File: config.mk
export PLATFORM = sky130hd
export DESIGN_NAME = car_sensor_flat
export DESIGN_NICKNAME = d
export VERILOG_FILES = /design/src/rtl/car_sensor_if.sv /design/src/rtl/car_sensor.sv /design/src/flat_wrapper.sv
export SDC_FILE = /design/constraint.sdc
export NUM_CORES = 1
export LEC_CHECK = 0
export CAP_MARGIN = 20
export CORE_UTILIZATION = 55
export CTS_BUF_LIST = sky130_fd_sc_hd__clkbuf_8
export DETAILED_ROUTE_END_ITERATION = 10
export PLACE_DENSITY = 0.83
export SYNTH_ARGS = -nofsm -noshare
export SYNTH_HDL_FRONTEND = slang
export SYNTH_SLANG_ARGS = --single-unit
File: constraint.sdc
create_clock -name clk -period 3.9 [get_ports clk]
set_input_delay 0.78 -clock clk [delete_from_list [all_inputs] [get_ports clk]]
set_output_delay 0.78 -clock clk [all_outputs]
set_load 0.005 [all_outputs]
File: src/rtl/car_sensor_if.sv
// Request channel between the east/west loop-detector conditioner and the light controller.
// The slave modport is the conditioner; the master modport is the controller/detector side.
interface car_sensor_if #(
    parameter int WW = 8
);
    logic          loop;
    logic          served;
    logic          carew;
    logic [WW-1:0] wait_cyc;

    modport master (
        output loop,
        output served,
        input  carew,
        input  wait_cyc
    );

    modport slave (
        input  loop,
        input  served,
        output carew,
        output wait_cyc
    );
endinterface

File: src/rtl/car_sensor.sv
// East/west vehicle-presence conditioner: debounces the loop detector, holds a request until served.
// Build option CAR_SENSOR_SYNC_EN inserts a two-flop synchroniser on the raw loop input.
module car_sensor #(
    parameter int DB_CYCLES = 4,
    parameter int WW        = 8
) (
    input  logic        clk,
    input  logic        rst,
    car_sensor_if.slave bus
);

    typedef enum logic [3:0] {
        IDLE   = 4'b0001,
        QUAL   = 4'b0010,
        REQ    = 4'b0100,
        SERVED = 4'b1000
    } state_e;

    localparam logic [7:0]    QUAL_LAST = 8'(DB_CYCLES - 1);
    localparam logic [WW-1:0] WAIT_MAX  = '1;

    state_e        state_q, state_d;
    logic [7:0]    cnt_q, cnt_d;
    logic          carew_q, carew_d;
    logic [WW-1:0] wait_q, wait_d;
    logic          s;

`ifdef CAR_SENSOR_SYNC_EN
    logic sync1_q, sync1_d;
    logic sync2_q, sync2_d;

    always_comb begin
        sync1_d = bus.loop;
        sync2_d = sync1_q;
    end

    always_ff @(posedge clk) begin
        if (rst) begin
            sync1_q <= 1'b0;
            sync2_q <= 1'b0;
        end else begin
            sync1_q <= sync1_d;
            sync2_q <= sync2_d;
        end
    end

    assign s = sync2_q;
`else
    // Caller guarantees loop is already synchronous to clk in this build.
    assign s = bus.loop;
`endif

    always_comb begin
        // NOTE: every combinational output gets a default first so no path infers a latch.
        state_d = state_q;
        cnt_d   = 8'd0;
        wait_d  = '0;

        case (state_q)
            IDLE: begin
                if (s && !bus.served) begin
                    state_d = QUAL;
                    cnt_d   = 8'd1;
                end
            end
            QUAL: begin
                // A car already being served never needs a new request.
                if (bus.served || !s) begin
                    state_d = IDLE;
                end else if (cnt_q == QUAL_LAST) begin
                    state_d = REQ;
                end else begin
                    cnt_d = cnt_q + 8'd1;
                end
            end
            REQ: begin
                if (bus.served) begin
                    state_d = SERVED;
                end else begin
                    wait_d = (wait_q == WAIT_MAX) ? wait_q : wait_q + 1'b1;
                end
            end
            SERVED: begin
                if (!bus.served) begin
                    state_d = IDLE;
                end
            end
            default: begin
                // Corrupted or non-one-hot encoding falls back to a quiet IDLE.
                state_d = IDLE;
            end
        endcase

        carew_d = (state_d == REQ);
    end

    always_ff @(posedge clk) begin
        // NOTE: state flops use non-blocking assignment so every flop samples pre-edge values.
        if (rst) begin
            state_q <= IDLE;
            cnt_q   <= 8'd0;
            carew_q <= 1'b0;
            wait_q  <= '0;
        end else begin
            state_q <= state_d;
            cnt_q   <= cnt_d;
            carew_q <= carew_d;
            wait_q  <= wait_d;
        end
    end

    assign bus.carew    = carew_q;
    assign bus.wait_cyc = wait_q;

endmodule

File: src/flat_wrapper.sv
// flat-port wrapper written by rule: the top's interface ports become plain ports
module car_sensor_flat 
#(
    parameter int DB_CYCLES = 4,
    parameter int WW        = 8
)
  (clk, rst, bus_loop, bus_served, bus_carew, bus_wait_cyc);
  car_sensor_if #(.WW(WW)) bus_i ();
  input  logic clk;
  input  logic rst;
  input wire logic [$bits(bus_i.loop)-1:0] bus_loop;
  input wire logic [$bits(bus_i.served)-1:0] bus_served;
  output wire logic [$bits(bus_i.carew)-1:0] bus_carew;
  output wire logic [$bits(bus_i.wait_cyc)-1:0] bus_wait_cyc;
  assign bus_i.loop = bus_loop;
  assign bus_i.served = bus_served;
  assign bus_carew = bus_i.carew;
  assign bus_wait_cyc = bus_i.wait_cyc;
  car_sensor #(.DB_CYCLES(DB_CYCLES), .WW(WW)) u_core (.clk(clk), .rst(rst), .bus(bus_i));
endmodule
# [Word-level counts from Yosys, hierarchy flattened]
# Cells that the tools add are included.
# W data, S select, Z words.
[op_classes] addsub=2 reduce_logical=5 bitwise_logic=1 eq_ne=7 n_mux=10 shift=0 n_div=0 multipliers=0 magnitude_cmp=0
[ops] operator="$mux W4" n=5
[ops] operator="$add A8 B1 Y8 const B" n=2
[ops] operator="$mux W8" n=2
[ops] operator="$pmux W4 S4" n=1
[ops] operator="$pmux W8 S2" n=1
[ops] operator="$eq A4 B3 Y1 const B" n=2
[ops] operator="$eq A8 B2 Y1 const B" n=1
[ops] operator="$eq A8 B8 Y1 const B" n=1
[ops] operator="$eq A4 B1 Y1 const B" n=1
[ops] operator="$eq A4 B2 Y1 const B" n=1
[ops] operator="$eq A4 B4 Y1 const B" n=1
[ops] operator="$reduce_or A3 Y1" n=1
[ops] operator="$logic_not A1 Y1" n=2
[ops] operator="$logic_and A1 B1 Y1" n=1
[ops] operator="$logic_or A1 B1 Y1" n=1
[ops] operator="$mux W1" n=1
[ops] operator="$not A1 Y1" n=1
[totals] latchBits=0 memories=0 input_bits=4 ramBits=0 register_bits=21 word_cells=29 romBits=0

# [Longest topological paths before layout]
[logic_depth] word_depth=5 depth_mapped=4 mapped_depth_nobuf=4

# [Least setup slack after synthesis]
# No wires, ideal clock.
[synth_timing] path_type="input to register" start="in bus_served" end="reg u_core.carew_q, in the netlist u_core.bus.carew" t_required_ns=3.805 arrival_time_ns=2.026 path_buffers=0 slack_ns=1.778 stages=3 path_cell_list="or4b_1 > or4b_1 > a221oi_1"
[synth_via] elab_chain_len=5 word_cells_on_any_way=9 classes_between="1 x eq/ne; 5 x mux; 3 x reduce/logical"
[synth_lines] element="from (decl)" line_no="flat_wrapper.sv:12" text="input wire logic [$bits(bus_i.served)-1:0] bus_served;"
[synth_lines] element="$logic_not A1 Y1"
[synth_lines] element="$logic_and A1 B1 Y1" line_no="car_sensor.sv:61" text="if (s && !bus.served) begin"
[synth_lines] element="$mux W4" line_no="car_sensor.sv:61"
[synth_lines] element="$pmux W4 S4 (*)" line_no="car_sensor.sv:59" text="case (state_q)"
[synth_lines] element="$eq A4 B3 Y1 (*)" line_no="car_sensor.sv:94" text="carew_d = (state_d == REQ);"
[synth_lines] element="to (signal assigned)" line_no="car_sensor.sv:107" text="carew_q <= carew_d;"
[synth_lines] element="to (decl)" line_no="car_sensor.sv:24" text="logic carew_q, carew_d;"
# Mark *: on every way between the ends. The rest lies on a longest branch, timed or not.
# A chain may end at the register's enable or synchronous reset.

# [Final worst setup path]
[layout_timing] start="in bus_served" end="reg u_core.state_q[2]"
[layout_via] elab_chain_len=4 word_cells_on_any_way=8 classes_between="5 x mux; 3 x reduce/logical"
[layout_lines] element="$logic_not A1 Y1"
[layout_lines] element="$logic_and A1 B1 Y1" line_no="car_sensor.sv:61"
[layout_lines] element="$mux W4" line_no="car_sensor.sv:61"
[layout_lines] element="$pmux W4 S4 (*)" line_no="car_sensor.sv:59"
[layout_lines] element="to (signal assigned)" line_no="car_sensor.sv:105" text="state_q <= state_d;"
[layout_lines] element="to (decl)" line_no="car_sensor.sv:22" text="state_e state_q, state_d;"
# Marked as above.

==> flow_summary.ini <==
[outcome]
run_status = finished clean

[global_routing]
gr_usage_total_pct = 21.3
grt_pass1_wl_um = 3310
antenna_violations_before_repair = 0
largest_net_degree_at_the_start_of_global_routing = 13
globalRouteOverflowTotal = 0
grt_pass1_vias = 809

[synth]
dominant_register_cell_in_the_synthesized_netlist = sky130_fd_sc_hd__dfxtp_1
synthTopCellsByArea = sky130_fd_sc_hd__dfxtp_1 (42%), sky130_fd_sc_hd__a21oi_1 (4.0%), sky130_fd_sc_hd__nand3_1 (4.0%)
sequential_fraction_of_the_synthesis_area_pct = 41.6
syn-num-nets = 121
synth_area_per_cell_sq_um = 8.78
synthDistinctLibCells = 35
syn_area_sq_um = 1010
yosys.cell_count.top_type = sky130_fd_sc_hd__dfxtp_1
synth_top_area_share_pct = 41.6
postSynthCellCount = 115
synth.yosys.warnings = 0
synth_edf_count = 0
asyncSetResetFlopFracSynth_pct = 0
ys_top_cells_by_count = sky130_fd_sc_hd__dfxtp_1 (21), sky130_fd_sc_hd__a21oi_1 (8), sky130_fd_sc_hd__nand3_1 (8)
cell_type_with_the_highest_aggregate_area_in_the_netlist = sky130_fd_sc_hd__dfxtp_1
ys_seq_elements = 21

[die]
start_util_pct = 58.5
floorplan.rows = 15
design.core.area_sq_um = 1730
die-width_um = 44.8
die_area_sq_um = 2010
boundary_pins = 13
die_height_um = 44.8

[worst_setup_path]
critical_path_peak_fanout = 6
critical_path_required_ns = 4.06
timing.setup.critical_path_class = primary input to register
timing.critical_path.arrival_ns = 2.57
r2r_setup_slack_ns = 1.88
cp-start-kind = primary input
reg2reg_depth = 4
end_kind = register

[route]
routedWlPerCell_um = 12.3
vias = 907
postRouteAntennaNets = 0
final_wirelength_um = 1900
initialDrtViolationCount = 12
final_routed_drc_violation_total = 0
drt-pass1-iter-count = 4
drt-vias-per-instance = 5.85

[timing]
timing_max_transition_violations_final = 0
hold_viol_final = 0
setup-tns-final_ns = 0
finClkSkew_ns = 0.00113
tightest_slew_ns = 0.647
setup-violations-final = 0
fmax_mhz = 416
unrepaired_setup_endpoints_after_global_routing = no
setup_slack_ns = 1.50
timing.final.crit_share_pct = 61.7
slew_headroom_pct = 56.9
final_period_minus_worst_setup_slack_ns = 2.40

[clock_network]
cts_tree = built
post-cts-setup-buffers = 0
clk_pin_slew_ns = 0.07
clock_sinks = 21
max-clock-path-buffers = 2
worst_skew_pair_later_pin_latency_ns = 0.25
cts-buffers-inserted = 3
hold_buffers = 0
post_cts_resize_count = 0
htreeDepth = 1
cts.root.buffer_cell = sky130_fd_sc_hd__clkbuf_8

[cells_and_area]
filler_cell_count = 147
antenna-diode-count = 0
layout.core_utilization_pct = 69.3
final_net_count = 137
area_delta_synth_final_pct = 18.5
ratio_of_cells_with_drive_above_1_in_the_final_layout_pct = 4.62

[run]
max_cap_viol_count = 0

[hold_path]
hp-class = register to register
worst_hold_path.num_cells = 2

[placement]
gp_congestion = 0.836
buffer_ports.inserted = 12
place_hpwl_um = 1450
pre_cts_slack_ns = 1.23

[pwr]
ir_drop_mv = 0.262
p_per_area_nw_per_um2 = 312
leakage_nw = 0.362
## per-stage QoR
stage | cell area, sq um | total power [mW] | hold slack, ns | std cells
after CTS | 1200 | 0.376 | 0.499 | 155
final | 1200 | 0.373 | 0.495 | 155
after floorplan | 1010 | 0.234 | 0.453 | 115
after global routing | 1200 | 0.389 | 0.521 | 155
after global placement | 1150 | 0.240 | 0.472 | 151
after detailed placement | 1150 | 0.241 | 0.488 | 151
## worst max-delay path, stage by stage
cell	delay [ns]
sky130_fd_sc_hd__clkdlybuf4s50_1	0.48
sky130_fd_sc_hd__or4b_1	0.53
sky130_fd_sc_hd__or4b_1	0.54
sky130_fd_sc_hd__a221oi_1	0.24
## registers in the layout (all words and copies together) (netlist names)
register / flops
u_core.state_q: 4
u_core.bus.carew: 1
u_core.bus.wait_cyc: 8
u_core.cnt_q: 8
## cell usage in the layout, fill, tap and decap left out, drive strengths merged, types with 2 or more instances in the layout
cell	netlist	final
dfxtp	21	21
clkdlybuf4s50	0	12
nand3	8	8
a21oi	8	8
nor3	7	7
nand2	7	7
o21ai	6	6
inv	6	6
nor2	6	6
or3	5	5
nor2b	3	3
xnor2	3	3
or4b	3	3
clkbuf	0	3
nand4	2	2
nor3b	2	2
o31ai	2	2
o2111ai	2	2
xor2	2	2
nand3b	2	2
a221oi	2	2
a211oi	2	2
ha	2	2
## layout make-up
type / instances / area [sq um] / area share [%]
inverter: 6 / 22.5 / 1.88
clock buffer: 3 / 41.3 / 3.45
tap: 25 / 31.3 / 2.62
sequential: 21 / 420 / 35.1
clock inverter: 1 / 5.00 / 0.418
multi-input combinational: 87 / 556 / 46.4
timing repair buffer: 12 / 120 / 10.0
## worst paths after layout
check	start	endpoint
worst max-delay path	bus_served	u_core.state_q[2]
worst min-delay path	u_core.cnt_q[7]	u_core.cnt_q[7]
worst max register to register	u_core.cnt_q[0]	u_core.cnt_q[0]
worst min register to register	u_core.cnt_q[7]	u_core.cnt_q[7]
## metal layers
layer | global-route usage, % | share of wire, %
met2 | 36.8 | 48
met1 | 27.6 | 49
met3 | 3.20 | 2.1
met4 | 6.06 | 0.74
met5 | 0 | 0
## logic make-up after synthesis
family                     after synthesis  share of synthesized area, %
AOI/OAI and AO/OA                       27                          17.6
adders and majority gates                2                          2.48
buffers and inverters                    7                          3.35
muxes                                    1                         0.991
and+or+nand+nor                         52                          29.6
DFF                                     21                          41.6
xor gates and xnor gates                 5                          4.34
## power by group
part	switching [mW]	internal [mW]
clock network	0.0661	0.0709
logic	0.00756	0.00848
registers	0.00348	0.216
total	0.0771	0.296
No activity file was read; power rests on OpenSTA's default activity.
